[src/rtl/shift_pipe_pkg.sv]
// Shared constants and elaboration helpers for the pipelined shift/rotate unit.
// The layer split helpers spread the mux layers over the stages, larger shares first.
package shift_pipe_pkg;

  localparam logic [1:0] SHIFT_OP_SLL  = 2'b00;
  localparam logic [1:0] SHIFT_OP_SRL  = 2'b01;
  localparam logic [1:0] SHIFT_OP_SRA  = 2'b10;
  localparam logic [1:0] SHIFT_OP_ROTR = 2'b11;

  function automatic int shamt_width(input int width);
    return $clog2(width);
  endfunction

  // Number of mux layers handled by stage idx; the first (total % stages) stages take one extra.
  function automatic int stage_num_layers(input int total, input int stages, input int idx);
    return (total / stages) + ((idx < (total % stages)) ? 1 : 0);
  endfunction

  function automatic int stage_first_layer(input int total, input int stages, input int idx);
    int rem;
    rem = total % stages;
    return idx * (total / stages) + ((idx < rem) ? idx : rem);
  endfunction

endpackage

[src/rtl/shift_pipe_stage.sv]
// One pipeline stage of the shift unit: a run of log-shifter mux layers followed by
// the stage register, with its own valid bit and advance (stall) logic.
module shift_stage
  import shift_pipe_pkg::*;
#(
  parameter int WIDTH       = 32,
  parameter int FIRST_LAYER = 0,
  parameter int NUM_LAYERS  = 1,
  parameter int TAG_W       = 5
) (
  input  logic                      clk,
  input  logic                      reset,
  input  logic                      flush,
  input  logic                      up_valid,
  input  logic [1:0]                up_op,
  input  logic [$clog2(WIDTH)-1:0]  up_shamt,
  input  logic [WIDTH-1:0]          up_data,
  input  logic [TAG_W-1:0]          up_tag,
  input  logic                      down_advance,
  output logic                      advance,
  output logic                      valid,
  output logic [1:0]                op,
  output logic [$clog2(WIDTH)-1:0]  shamt,
  output logic [WIDTH-1:0]          data,
  output logic [TAG_W-1:0]          tag
);

  localparam int SW = $clog2(WIDTH);

  logic              valid_r;
  logic [1:0]        op_r;
  logic [SW-1:0]     shamt_r;
  logic [WIDTH-1:0]  data_r;
  logic [TAG_W-1:0]  tag_r;
  logic [WIDTH-1:0]  shifted_s;

  // A single layer: fixed power-of-two move. SRA keeps the MSB, which is the
  // operand sign captured at entry because earlier layers never change it.
  function automatic logic [WIDTH-1:0] layer_shift(input logic [1:0] l_op,
                                                   input logic [WIDTH-1:0] d,
                                                   input int amt);
    logic [WIDTH-1:0] r;
    case (l_op)
      SHIFT_OP_SLL:  r = d << amt;
      SHIFT_OP_SRL:  r = d >> amt;
      SHIFT_OP_SRA:  r = $signed(d) >>> amt;
      SHIFT_OP_ROTR: r = (d >> amt) | (d << (WIDTH - amt));
      default:       r = d;
    endcase
    return r;
  endfunction

  assign advance = !valid_r || down_advance;

  // Combinational mux layers owned by this stage.
  always_comb begin
    shifted_s = up_data;
    for (int k = 0; k < NUM_LAYERS; k++) begin
      if (up_shamt[FIRST_LAYER + k]) begin
        shifted_s = layer_shift(up_op, shifted_s, 1 << (FIRST_LAYER + k));
      end else begin
        shifted_s = shifted_s;
      end
    end
  end

  // Stage register: valid follows flush/advance, payload loads only on advance.
  always_ff @(posedge clk) begin
    if (reset) begin
      valid_r <= 1'b0;
      op_r    <= 2'b00;
      shamt_r <= '0;
      data_r  <= '0;
      tag_r   <= '0;
    end else begin
      if (flush) begin
        valid_r <= 1'b0;
      end else if (advance) begin
        valid_r <= up_valid;
      end else begin
        valid_r <= valid_r;
      end
      if (advance) begin
        op_r    <= up_op;
        shamt_r <= up_shamt;
        data_r  <= shifted_s;
        tag_r   <= up_tag;
      end else begin
        op_r    <= op_r;
        shamt_r <= shamt_r;
        data_r  <= data_r;
        tag_r   <= tag_r;
      end
    end
  end

  assign valid = valid_r;
  assign op    = op_r;
  assign shamt = shamt_r;
  assign data  = data_r;
  assign tag   = tag_r;

endmodule

[src/rtl/shift_pipe.sv]
// Pipelined SLL/SRL/SRA/ROTR unit with valid/ready handshake and a passthrough tag.
// STAGES copies of shift_stage are chained; the advance chain runs back from out_ready.
module shift_pipe
  import shift_pipe_pkg::*;
#(
  parameter int WIDTH  = 32,
  parameter int STAGES = 2,
  parameter int TAG_W  = 5
) (
  input  logic                      clk,
  input  logic                      reset,
  input  logic                      in_valid,
  output logic                      in_ready,
  input  logic [1:0]                in_op,
  input  logic [WIDTH-1:0]          in_data,
  input  logic [$clog2(WIDTH)-1:0]  in_shamt,
  input  logic [TAG_W-1:0]          in_tag,
  input  logic                      flush,
  output logic                      out_valid,
  input  logic                      out_ready,
  output logic [WIDTH-1:0]          out_data,
  output logic [TAG_W-1:0]          out_tag
);

  localparam int SW = shamt_width(WIDTH);

  logic              st_valid_s [STAGES];
  logic [1:0]        st_op_s    [STAGES];
  logic [SW-1:0]     st_shamt_s [STAGES];
  logic [WIDTH-1:0]  st_data_s  [STAGES];
  logic [TAG_W-1:0]  st_tag_s   [STAGES];
  logic              st_adv_s   [STAGES];

  for (genvar i = 0; i < STAGES; i++) begin : g_stage
    localparam int FL = stage_first_layer(SW, STAGES, i);
    localparam int NL = stage_num_layers(SW, STAGES, i);

    logic              up_valid_s;
    logic [1:0]        up_op_s;
    logic [SW-1:0]     up_shamt_s;
    logic [WIDTH-1:0]  up_data_s;
    logic [TAG_W-1:0]  up_tag_s;
    logic              down_adv_s;

    if (i == 0) begin : g_head
      assign up_valid_s = in_valid;
      assign up_op_s    = in_op;
      assign up_shamt_s = in_shamt;
      assign up_data_s  = in_data;
      assign up_tag_s   = in_tag;
    end else begin : g_body
      assign up_valid_s = st_valid_s[i-1];
      assign up_op_s    = st_op_s[i-1];
      assign up_shamt_s = st_shamt_s[i-1];
      assign up_data_s  = st_data_s[i-1];
      assign up_tag_s   = st_tag_s[i-1];
    end

    // The last stage drains into the consumer; the others into their successor.
    if (i == STAGES - 1) begin : g_tail
      assign down_adv_s = out_ready;
    end else begin : g_link
      assign down_adv_s = st_adv_s[i+1];
    end

    shift_stage #(
      .WIDTH       (WIDTH),
      .FIRST_LAYER (FL),
      .NUM_LAYERS  (NL),
      .TAG_W       (TAG_W)
    ) u_stage (
      .clk          (clk),
      .reset        (reset),
      .flush        (flush),
      .up_valid     (up_valid_s),
      .up_op        (up_op_s),
      .up_shamt     (up_shamt_s),
      .up_data      (up_data_s),
      .up_tag       (up_tag_s),
      .down_advance (down_adv_s),
      .advance      (st_adv_s[i]),
      .valid        (st_valid_s[i]),
      .op           (st_op_s[i]),
      .shamt        (st_shamt_s[i]),
      .data         (st_data_s[i]),
      .tag          (st_tag_s[i])
    );
  end

  assign in_ready  = st_adv_s[0];
  assign out_valid = st_valid_s[STAGES-1];
  assign out_data  = st_data_s[STAGES-1];
  assign out_tag   = st_tag_s[STAGES-1];

endmodule

[config.mk]
export PLATFORM = sky130hd
export DESIGN_NAME = shift_pipe
export DESIGN_NICKNAME = d
export VERILOG_FILES = /design/src/rtl/shift_pipe_pkg.sv /design/src/rtl/shift_pipe_stage.sv /design/src/rtl/shift_pipe.sv
export SDC_FILE = /design/constraint.sdc
export NUM_CORES = 1
export LEC_CHECK = 0
export CAP_MARGIN = 20
export CORE_UTILIZATION = 30
export CTS_BUF_LIST = sky130_fd_sc_hd__clkbuf_16
export DETAILED_ROUTE_END_ITERATION = 8
export PLACE_DENSITY = 0.57
export RECOVER_POWER = 50
export SLEW_MARGIN = 20
export SYNTH_ARGS = -nofsm -noshare
export SYNTH_HDL_FRONTEND = slang
export SYNTH_SLANG_ARGS = --single-unit
[constraint.sdc]
create_clock -name clk -period 2 [get_ports clk]
set_input_delay 0.4 -clock clk [delete_from_list [all_inputs] [get_ports clk]]
set_output_delay 0.4 -clock clk [all_outputs]
set_load 0.02 [all_outputs]
; Word level (Yosys, flattened, before mapping)
; Index checks and enable logic that the tools add are counted.
[op_classes]
n_eq_ne = 6
mux = 10
bitwise = 5
n_reduce_logical = 7
[op_table]
columns = operator, n
row1 = $pmux 32 s4, 5
row2 = $mux 32, 5
row3 = $or 16x32->32, 1
row4 = $or 24x32->32, 1
row5 = $or 28x32->32, 1
row6 = $or 30x32->32, 1
row7 = $or 31x32->32, 1
row8 = $eq 2x2->1 const B, 4
row9 = $eq 2x1->1 const B, 2
row10 = $logic_not 2->1, 2
row11 = $logic_not 1->1, 2
row12 = $logic_or 1x1->1, 2
row13 = $reduce_or 2->1, 1
[word_totals]
register_bits = 83
in_bits = 49
out_inout_bits = 39
word_cells = 36

; Logic depth before layout (Yosys ltp)
; Gate-level depths: netlist of run 1.
[logic_depth]
ltp_word = 9
mapped_depth = 8

; Modules after synthesis
; A second synthesis of run 1 with hierarchy kept.
[unflattened]
hier_cells = 1009
area_unflattened_um2 = 7582.3
[modules_own_cells]
columns = mod, n_inst, cells_each, area_per_inst_um2
row1 = shift_stage (g_stage[0].u_stage), 1, 632, 4730.8
row2 = shift_stage (g_stage[1].u_stage), 1, 377, 2851.5

; Worst setup path before layout of run 1
; OpenSTA, ideal clock, no wires.
[synth_path]
path_kind = input to register
start = input in_shamt[1]
end = register g_stage[0].u_stage.data_r[11]
setup_time_ns = 0.091
arrival_ns = 1.713
path_slack_ns = 0.196
path_stages = 7
path_buffers = 2
cell_sequence = buf_2 > or3b_1 > clkbuf_1 > o22ai_1 > a31oi_1 > a211o_1 > a311oi_1
[synth_between]
elab_chain_len = 4
[synth_lines]
columns = element, line
row1 = start: declaration, shift_pipe.sv:16  ; input logic [$clog2(WIDTH)-1:0] in_shamt,
row2 = $mux 32 *, shift_pipe_stage.sv:59  ; if (up_shamt[FIRST_LAYER + k]) begin
row3 = $or 28x32->32, shift_pipe_stage.sv:47  ; SHIFT_OP_ROTR: r = (d >> amt) | (d << (WIDTH - amt));
row4 = $pmux 32 s4, shift_pipe_stage.sv:43  ; case (l_op)
row5 = $mux 32 *, shift_pipe_stage.sv:59
row6 = end signal: assignment, shift_pipe_stage.sv:86  ; data_r <= shifted_s;
row7 = end signal: assignment, shift_pipe_stage.sv:91  ; data_r <= data_r;
row8 = end: declaration, shift_pipe_stage.sv:33  ; logic [WIDTH-1:0] data_r;
; Every way passes the cells marked *; elsewhere a longest branch is shown, timed or not.
; A chain may end at the register's enable or synchronous reset.

; Worst setup path after layout of run 1
[layout_path]
start = input in_data[16]
end = register g_stage[0].u_stage.data_r[20]
[layout_between]
elab_chain_len = 4
[layout_lines]
columns = element, line
row1 = start: declaration, shift_pipe.sv:15  ; input logic [WIDTH-1:0] in_data,
row2 = $mux 32 (2 in series), shift_pipe_stage.sv:59
row3 = $pmux 32 s4, shift_pipe_stage.sv:43
row4 = $mux 32, shift_pipe_stage.sv:59
; Every way passes these cells.

==> results of run 1 <==
through the flow:
stage | hold slack, ns | power [mW] | utilization, %
finish | 0.374 | 5.83 | 45.0
global route | 0.384 | 6.07 | 45.0
CTS | 0.368 | 5.81 | 44.5
detailed placement | 0.444 | 3.80 | 42.4
global placement | 0.441 | 3.79 | 42.4
floorplan | 0.432 | 2.84 | -
report_power, final:
group / switching [mW] / internal, mW
logic: 1.03 / 0.939
clock network: 0.729 / 1.24
registers: 0.171 / 1.72
total: 1.93 / 3.90
kinds of logic after synthesis:
kind of cell / Yosys count
compound gates: 364
simple gates: 365
mux: 41
buf+inv: 113
flops: 80
layout make-up:
class                      count  area [µm²]
clock buffer                   9         225
clock inverter                 7         126
fill                        2238       12200
inverter                      12        45.0
multi-input combinational    770        4910
sequential                    80        1600
tap                          280         350
timing repair buffer         308        2680
path summary, 6_finish.rpt:
| kind | startpoint | to | slack (ns) | cells after the start |
|---|---|---|---|---|
| hold reg to reg | g_stage[1].u_stage.data[26] | g_stage[1].u_stage.data[26] | 0.45 | 2 |
| setup reg to reg | g_stage[0].u_stage.shamt[3] | g_stage[1].u_stage.data[23] | 0.21 | 6 |
| setup / recovery | in_data[16] | g_stage[0].u_stage.data[20] | -0.01 | 5 |
| hold / removal | reset | g_stage[0].u_stage.data[0] | 0.37 | 2 |
flip-flops by register name (all words and copies together) (netlist names):
signal / count
g_stage.u_stage.tag: 10
g_stage.u_stage.op: 2
g_stage.u_stage.data: 64
g_stage.u_stage.valid: 2
g_stage.u_stage.shamt: 2
critical path, delay by kind of cell:
family                 cells  cell delay [ns]
AO/OA/AOI/OAI              3             0.77
buffers and inverters      1             0.54
AND/OR/NAND/NOR            1             0.53
routing by layer:
metal | GRT usage, % | part of all wire, % | vias to the layer above
li1 | - | - | 4060
met3 | 3.52 | 6.7 | 61
met2 | 39.5 | 45 | 401
met1 | 34.1 | 45 | 4050
met4 | 10.0 | 3.1 | 0
met5 | 0 | 0 | -
cells in the mapped netlist (all sizes together), types with 6 or more instances:
| cell | number | area [µm²] |
|---|---|---|
| o22ai | 18 | 113 |
| nand3 | 11 | 55.1 |
| a21oi | 87 | 435 |
| buf | 45 | 225 |
| nand2b | 11 | 68.8 |
| nor3 | 22 | 110 |
| o2bb2ai | 6 | 52.6 |
| inv | 11 | 41.3 |
| dfxtp | 80 | 1600 |
| nand2 | 149 | 559 |
| or3b | 14 | 123 |
| nor2 | 103 | 387 |
| o21a | 9 | 67.6 |
| or2 | 13 | 81.3 |
| a211oi | 25 | 188 |
| mux2i | 24 | 240 |
| nor2b | 19 | 119 |
| o221ai | 31 | 278 |
| a311oi | 27 | 249 |
| clkbuf | 56 | 211 |
| a31oi | 28 | 188 |
| o21ai | 50 | 250 |
| a221oi | 7 | 61.3 |
| o211ai | 14 | 105 |
| mux2 | 8 | 90.1 |
| mux4 | 9 | 203 |
| o2111ai | 7 | 61.3 |
timing repair:
item | 4_1_cts | 5_1_grt
resized for setup | 22 | 34
cloned | 2 | 0
endpoints found under the setup margin | 29 | 18
setup buffers | 2 | 2
pin swaps | 7 | 8
==> qor.yml, run 1 <==
grt_pass1_vias: 8041
design.core.area_mm2: 0.0221
ys_warn_count: 0
antenna_cells: 0
synth_top_family_by_area: "compound AO/OA/AOI/OAI gates"
viasPerCell: 5.85
grt_usage_pct: 25.0
cap_viol_max_count: 0
tns_ns: -0.00987
clkTransAtPathRegs_ns: 0.07
ir_drop_uv: 368
grt_pass1_wl_mm: 46.2
async_flop_share_pct: 0
required_ns: 2.24
drv_slew: 0
portBuffers: 87
die-area_mm2: 0.0234
wirelength_mm: 29.7
setup.worst_path.end_class: "flop"
ys.flop_type: "dfxtp_1"
failed_checks: "DRC, setup timing"
syn_area_mm2: 0.00683
synth-edff-count: 0
drc: 1
path_cells: "clkdlybuf4s50_1, or3b_2, a31oi_1, a21oi_1, a2111oi_2"
fin_nets: 1230
mostFrequentLayoutCell: "buf_4"
dp_hpwl_mm: 22.4
cts_root_buffer: "clkbuf_16"
fin_ws_ns: -0.00987
antenna_left: 0
synth_xor_area_share_pct: 0
synth_seq_cells: 80
crit_path_max_fanout: 4
synthAdderAreaFrac_pct: 0
synth-compound-area-share_pct: 37.3
clock_sinks: 80
max-slew-margin-rel_pct: 55.9
synth_cell_types: 74
grt_max_degree: 65
final_cell_mix: "buf_4, nand2_1, nor2_1"
outcome: "finished with violations"
synth_cells: 963
die_h_um: 153
cpMaxStageDelayCell: "clkdlybuf4s50_1"
p_per_area_mw_per_mm2: 586
pin_count: 88
rsz0062_at_grt: "yes"
synth_mux_area_share_pct: 7.81
layout_min_cycle_time_ns: 2.01
grt-ovfl-total: 0
drive_above_1_share_pct: 26.8
crit_type: "in2reg"
place_area_mm2: 0.00936
syn_nets: 1012
ys_seq_area_share_pct: 23.5
fin_crit_sh_pct: 100
arrival_ns: 2.25
drt_iter0_drc: 704
layout.cells.non_filler: 1466
worstMarginPinSlew_ns: 0.662
cts_buffer_depth: 2
place_congestion: 0.954
initial_core_util_pct: 30.9
max_freq_mhz: 498
worst_skew_pair.late_latency_ns: 0.35
slowest_delay_ns: 0.54
hold_buffers: 0
via_count: 8572
fp.dieW_um: 153
dp.cells: 1444
syn_area_per_cell_um2: 7.09
area_growth_pct: 45.6
cts-buffers-inserted: 9
firstDrtPassIters: 9
design_area_mm2: 0.00994
rows: 54
antenna_found_initial: 0
hp-class: "in2reg"
report.final.setup_viol: 1
wl_per_cell_um: 20.3
hold_viol_final: 0
critPathLaunchType: "input port"
htreeDepth: 3
cts_tree: "built"
preCtsSetupSlack_ns: -0.725
clock_skew_ns: 0.00959
yosys.area_share.simple_pct: 24.4
p_leak_nw: 3.98
No activity file was read; power rests on OpenSTA's default activity.
==> run 2: changes to the inputs <==
--- a/config.mk
+++ b/config.mk
@@ -6,10 +6,11 @@
 export NUM_CORES = 1
 export LEC_CHECK = 0
 export CAP_MARGIN = 20
-export CORE_UTILIZATION = 30
+export CORE_MARGIN = 2
+export CORE_UTILIZATION = 55
 export CTS_BUF_LIST = sky130_fd_sc_hd__clkbuf_16
 export DETAILED_ROUTE_END_ITERATION = 8
-export PLACE_DENSITY = 0.57
+export PLACE_DENSITY = 0.87
 export RECOVER_POWER = 50
 export SLEW_MARGIN = 20
 export SYNTH_ARGS = -nofsm -noshare
==> qor.yml, run 2 (synthesis gave the netlist of run 1 again) <==
grt_usage_pct: 43.9  # was 25.0%
cts_tree: "built"  # unchanged
drv_slew: 0  # unchanged
clock_skew_ns: 0.00815  # was 0.00959 ns
p_clk_share_pct: 27.9  # was 33.7%
clock_sinks: 80  # unchanged
rr_worst_depth: 6  # unchanged
antenna_cells: 0  # unchanged
worstHoldEndpoint: "g_stage[1].u_stage.tag[1]"  # was g_stage[0].u_stage.data[0]
reg2reg_to: "g_stage[1].u_stage.data[29]"  # was g_stage[1].u_stage.data[23]
hold_path_depth: 2  # unchanged
htreeDepth: 3  # unchanged
hold_viol_final: 0  # unchanged
slowest_delay_ns: 0.49  # was 0.54 ns
arrival_ns: 2.20  # was 2.25 ns
initial_core_util_pct: 56.6  # was 30.9%
grt_pass1_vias: 8301  # was 8041
outcome: "completed"  # was finished with violations
drc: 0  # was 1
utilization_pct: 79.8  # was 45.0%
drt_iter0_drc: 1720  # was 704
crit_buf_inv: 1  # unchanged
pin_count: 88  # unchanged
wl_met1_mm: 11.5  # was 13.3 mm
met3_length_mm: 4.28  # was 1.98 mm
wirelength_mm: 29.6  # was 29.7 mm
viasPerCell: 6.79  # was 5.85
portBuffers: 87  # unchanged
via_count: 9107  # was 8572
crit_type: "in2reg"  # unchanged
rows: 40  # was 54
path_cells: "clkdlybuf4s50_1, or3b_4, a311oi_4, a21oi_2, o22a_1, a211oi_1"  # was clkdlybuf4s50_1, or3b_2, a31oi_1, a21oi_1, a2111oi_2
p_per_area_mw_per_mm2: 557  # was 586 mW/mm²
fin_crit_sh_pct: 98.4  # was 100%
firstDrtPassIters: 8  # was 9
area_growth_pct: 40.9  # was 45.6%
switching_power_mw: 1.89  # was 1.93 mW
die_h_um: 115  # was 153 µm
report.final.setup_viol: 0  # was 1
grt_pass1_wl_mm: 45.5  # was 46.2 mm
layout_min_cycle_time_ns: 1.97  # was 2.01 ns
fin_nets: 1217  # was 1230
hp-class: "reg2reg"  # was in2reg
design.core.area_mm2: 0.0121  # was 0.0221 mm²
largest_register_ffs: 64  # unchanged
mostFrequentLayoutCell: "buf_4"  # unchanged
final_cell_mix: "buf_4, nand2_1, nor2_1"  # unchanged
cts-buffers-inserted: 9  # unchanged
r2r-start: "g_stage[0].u_stage.op[0]"  # was g_stage[0].u_stage.shamt[3]
comb_power_share_pct: 36.8  # was 33.8%
fin_ws_ns: 0.0315  # was -0.00987 ns
cp_top_family: "compound AO/OA/AOI/OAI gates"  # unchanged
die-area_mm2: 0.0133  # was 0.0234 mm²
crit_path_max_fanout: 2  # was 4
cap_viol_max_count: 0  # unchanged
place_congestion: 1.05  # was 0.954
design_area_mm2: 0.00962  # was 0.00994 mm²
internal_power_mw: 3.46  # was 3.90 mW
antenna_found_initial: 0  # unchanged
max-slew-margin-rel_pct: 61.7  # was 55.9%
grt-ovfl-total: 0  # unchanged
wl_per_cell_um: 22.1  # was 20.3 µm
pwr-share-seq_pct: 35.3  # was 32.5%
cts_buffer_depth: 2  # unchanged
cpMaxStageDelayCell: "clkdlybuf4s50_1"  # unchanged
hp-start: "g_stage[1].u_stage.tag[1]"  # was reset
ir_drop_uv: 406  # was 368 µV
max_freq_mhz: 508  # was 498 MHz
grt_max_degree: 48  # was 65
critPathLaunchType: "input port"  # unchanged
dr_wl_met2_mm: 12.6  # was 13.5 mm
drive_above_1_share_pct: 25.1  # was 26.8%
whs_ns: 0.448  # was 0.374 ns
setup.worst_path.end_class: "flop"  # unchanged
fp.dieW_um: 115  # was 153 µm
place_area_mm2: 0.00918  # was 0.00936 mm²
worstMarginPinSlew_ns: 0.574  # was 0.662 ns
p_leak_nw: 3.90  # was 3.98 nW
clkTransAtPathRegs_ns: 0.06  # was 0.07 ns
cts_root_buffer: "clkbuf_16"  # unchanged
p_sw_share_pct: 35.4  # was 33.1%
antenna_left: 0  # unchanged
r2r_setup_slack_ns: 0.07  # was 0.21 ns
routed.top_layer: "met4"  # unchanged
preCtsSetupSlack_ns: -0.596  # was -0.725 ns
worst_skew_pair.late_latency_ns: 0.34  # was 0.35 ns
dp_hpwl_mm: 22.2  # was 22.4 mm
required_ns: 2.24  # about the same
==> run 2: changes by cell type in the layout (fill, tap and decap cells not counted), sizes merged, moves of 2 or more <==
cell and delta:
buf -14, clkdlybuf4s50 -10, dlygate4sd3 +10, clkinv +4, bufinv -3, bufbuf -2, clkbuf +2, dlygate4sd2 +2
==> run 2: repair_timing <==
item,4_1_cts,5_1_grt
endpoints found under the setup margin,32,24
hold buffers,0,0
buffers inserted,0,1
gates resized for setup,19,31
cloned,1,1
pin swaps,3,8
==> run 2: worst max path at each step <==
stage	start	endpoint	slack, ns	cells past startpoint
2_1_floorplan	in_shamt[1]	g_stage[0].u_stage.data[11]	0.20	7
3_5_place_dp	in_op[1]	g_stage[0].u_stage.data[11]	-0.60	8
5_1_grt	in_data[19]	g_stage[0].u_stage.data[24]	-0.02	6
3_3_place_gp	in_op[1]	g_stage[0].u_stage.data[11]	-0.56	8
6_report	in_data[19]	g_stage[0].u_stage.data[24]	0.03	6
4_1_cts	in_op[0]	g_stage[0].u_stage.data[24]	-0.003	8
==> run 2: power by group through the flow <==
stage	combinational (mW)	clock, mW	sequential (mW)
finish	1.97	1.49	1.89
global route	2.08	1.56	1.90
CTS	1.89	1.49	1.88
detailed placement	1.86	0	1.91
global placement	1.84	0	1.91
floorplan	0.931	0	1.91
==> run 2: cell type report <==
class / instances / area (µm²)
timing repair buffer: 295 / 2590
inverter: 12 / 45.0
multi-input combinational: 770 / 4900
sequential: 80 / 1600
clock inverter: 7 / 41.3
fill: 873 / 2440
clock buffer: 9 / 225
tap: 168 / 210
==> run 2: through the flow <==
step | instances | TNS (ns) | power [mW]
3_3_place_gp | 1322 | -15.17 | 3.74
5_1_grt | 1341 | -0.0173 | 5.54
3_5_place_dp | 1322 | -16.01 | 3.77
2_1_floorplan | 963 | 0 | 2.84
4_1_cts | 1339 | -0.00317 | 5.26
6_report | 1341 | 0 | 5.36
==> run 2: worst register-to-register path, stage by stage (launching register included) <==
cell      delay [ns]
dfxtp_1         0.32
buf_4           0.19
nand2_1         0.27
clkbuf_1        0.41
o22ai_1         0.16
o221ai_1        0.33
a21oi_1         0.13
==> run 2: routing by layer <==
layer,track usage [%],up-vias
met5,0,-
met4,14.6,0
met3,13.1,129
met2,64.8,789
met1,61.2,4152
li1,-,4037
==> run 3: changes to the inputs <==
--- a/config.mk
+++ b/config.mk
@@ -15,4 +15,5 @@
 export SLEW_MARGIN = 20
 export SYNTH_ARGS = -nofsm -noshare
 export SYNTH_HDL_FRONTEND = slang
+export SYNTH_HIERARCHICAL = 1
 export SYNTH_SLANG_ARGS = --single-unit
==> qor.yml, run 3 <==
mostFrequentLayoutCell: "buf_4"  # unchanged
grt_pass1_vias: 8870  # was 8301
internal_power_mw: 3.56  # was 3.46 mW
p_sw_share_pct: 36.0  # was 35.4%
cpMaxStageDelayCell: "clkdlybuf4s50_1"  # unchanged
cts_tree: "built"  # unchanged
syn_nets: 1019  # was 1012
path_cells: "clkdlybuf4s50_1, nor3b_4, nand2_1, or3_1, o2111a_1, a211oi_2"  # was clkdlybuf4s50_1, or3b_4, a311oi_4, a21oi_2, o22a_1, a211oi_1
report.final.setup_viol: 1  # was 0
hp-class: "reg2reg"  # unchanged
ir_drop_uv: 395  # was 406 µV
hp-start: "g_stage[0].u_stage/tag[2]"  # was g_stage[1].u_stage.tag[1]
syn_area_per_cell_um2: 7.49  # was 7.09 µm²
arrival_ns: 2.27  # was 2.20 ns
dp_hpwl_mm: 23.7  # was 22.2 mm
hold_buffers: 0  # unchanged
crit_path_max_fanout: 4  # was 2
switching_power_mw: 2.01  # was 1.89 mW
p_leak_nw: 3.93  # was 3.90 nW
rr_worst_depth: 4  # was 6
largest_register_ffs: 64  # unchanged
design.core.area_mm2: 0.0128  # was 0.0121 mm²
antenna_found_initial: 0  # unchanged
slowest_delay_ns: 0.58  # was 0.49 ns
firstDrtPassIters: 9  # was 8
design_area_mm2: 0.0101  # was 0.00962 mm²
max_freq_mhz: 495  # was 508 MHz
clkTransAtPathRegs_ns: 0.07  # was 0.06 ns
portBuffers: 87  # unchanged
die-area_mm2: 0.0141  # was 0.0133 mm²
pin_count: 88  # unchanged
grt-ovfl-total: 0  # unchanged
syn_area_mm2: 0.00726  # was 0.00683 mm²
place_area_mm2: 0.00965  # was 0.00918 mm²
p_clk_share_pct: 29.6  # was 27.9%
outcome: "finished with violations"  # was completed
critPathLaunchType: "input port"  # unchanged
failed_checks: "setup timing"
power.total_mw: 5.57  # was 5.36 mW
fin_nets: 1254  # was 1217
antenna_left: 0  # unchanged
comb_power_share_pct: 36.3  # was 36.8%
ys_warn_count: 6  # was 0
utilization_pct: 79.0  # was 79.8%
drc: 0  # unchanged
crit_type: "in2reg"  # unchanged
grt_usage_pct: 43.7  # was 43.9%
wl_per_cell_um: 23.0  # was 22.1 µm
wirelength_mm: 31.8  # was 29.6 mm
tns_ns: -0.0221  # was 0 ns
p_per_area_mw_per_mm2: 552  # was 557 mW/mm²
cts-buffers-inserted: 9  # unchanged
filler_cell_count: 882  # was 873
grt_pass1_wl_mm: 48.7  # was 45.5 mm
drt_iter0_drc: 1391  # was 1720
fin_ws_ns: -0.0221  # was 0.0315 ns
htreeDepth: 3  # unchanged
area_growth_pct: 38.9  # was 40.9%
layout_min_cycle_time_ns: 2.02  # was 1.97 ns
pwr-share-seq_pct: 34.1  # was 35.3%
worst_skew_pair.late_latency_ns: 0.35  # was 0.34 ns
via_count: 9637  # was 9107
final_cell_mix: "buf_4, nor2_1, nand2_1"  # was buf_4, nand2_1, nor2_1
grt_max_degree: 48  # unchanged
hold_path_depth: 2  # unchanged
clock_sinks: 80  # unchanged
initial_core_util_pct: 56.8  # was 56.6%
required_ns: 2.25  # was 2.24 ns
hold_viol_final: 0  # unchanged
crit_path_start: "in_shamt[2]"  # was in_data[19]
clock_skew_ns: 0.0148  # was 0.00815 ns
die_h_um: 119  # was 115 µm
rows: 41  # was 40
place_congestion: 1.02  # was 1.05
drive_above_1_share_pct: 28.0  # was 25.1%
cts_buffer_depth: 2  # unchanged
worstMarginPinSlew_ns: 0.600  # was 0.574 ns
viasPerCell: 6.97  # was 6.79
antenna_cells: 0  # unchanged
fin_crit_sh_pct: 101  # was 98.4%
fp.dieW_um: 119  # was 115 µm
drv_slew: 0  # unchanged
synth_cells: 970  # was 963
cts_root_buffer: "clkbuf_16"  # unchanged
cap_viol_max_count: 0  # unchanged
max-slew-margin-rel_pct: 59.9  # was 61.7%
setup.worst_path.end_class: "flop"  # unchanged
rsz0062_at_grt: "yes"
r2r-start: "g_stage[0].u_stage/shamt[4]"  # was g_stage[0].u_stage.op[0]
## run 3: worst paths after layout
check                                                    to  slack [ns]
worst max-delay path            g_stage[0].u_stage/data[17]       -0.02
worst max register to register  g_stage[1].u_stage/data[11]        0.14
worst min register to register    g_stage[0].u_stage/tag[2]        0.46
worst min-delay path              g_stage[0].u_stage/tag[2]        0.46
## run 3: metal layers
metal / up-vias / global-route usage (%) / part of all wire (%)
met5: - / 0.368 / 0
met3: 180 / 8.38 / 12
li1: 4190 / - / -
met1: 4460 / 57.3 / 38
met4: 0 / 19.6 / 5.9
met2: 807 / 69.6 / 44
## run 3: stage by stage
| step | hold WS (ns) | cells | setup slack [ns] |
|---|---|---|---|
| floorplan | 0.432 | 970 | 0.0226 |
| global placement | 0.438 | 1363 | -0.549 |
| detailed placement | 0.443 | 1363 | -0.592 |
| CTS | 0.454 | 1379 | 0.00725 |
| global route | 0.476 | 1382 | -0.0281 |
| finish | 0.456 | 1382 | -0.0221 |
## run 3: cell type report
type | count | area (µm²) | share of cell area, %
clock buffer | 9 | 225 | 2.23
sequential | 80 | 1610 | 15.9
tap | 172 | 215 | 2.13
multi-input combinational | 778 | 5160 | 51.2
clock inverter | 7 | 73.8 | 0.732
timing repair buffer | 324 | 2760 | 27.3
inverter | 12 | 47.5 | 0.471
## run 3: repair_timing
item                       CTS  global route
gates cloned                 0             2
pin swaps                    1             3
buffers inserted             0             1
setup endpoints to repair   33            29
gates resized for setup     13            25
## run 3: worst max-delay path: cells and delay by family
family	cells	cell delay (ns)
and+or+nand+nor	3	0.89
buffers and inverters	1	0.58
AOI/OAI and AO/OA	2	0.40
## run 3: power groups by stage
stage                     Combinational [mW]  Sequential (mW)  Clock [mW]
final                                   2.02             1.90        1.65
after global routing                    2.13             1.90        1.72
after CTS                               1.93             1.88        1.66
after detailed placement                1.91             1.91           0
after global placement                  1.89             1.91           0
after floorplan                        0.981             1.91           0
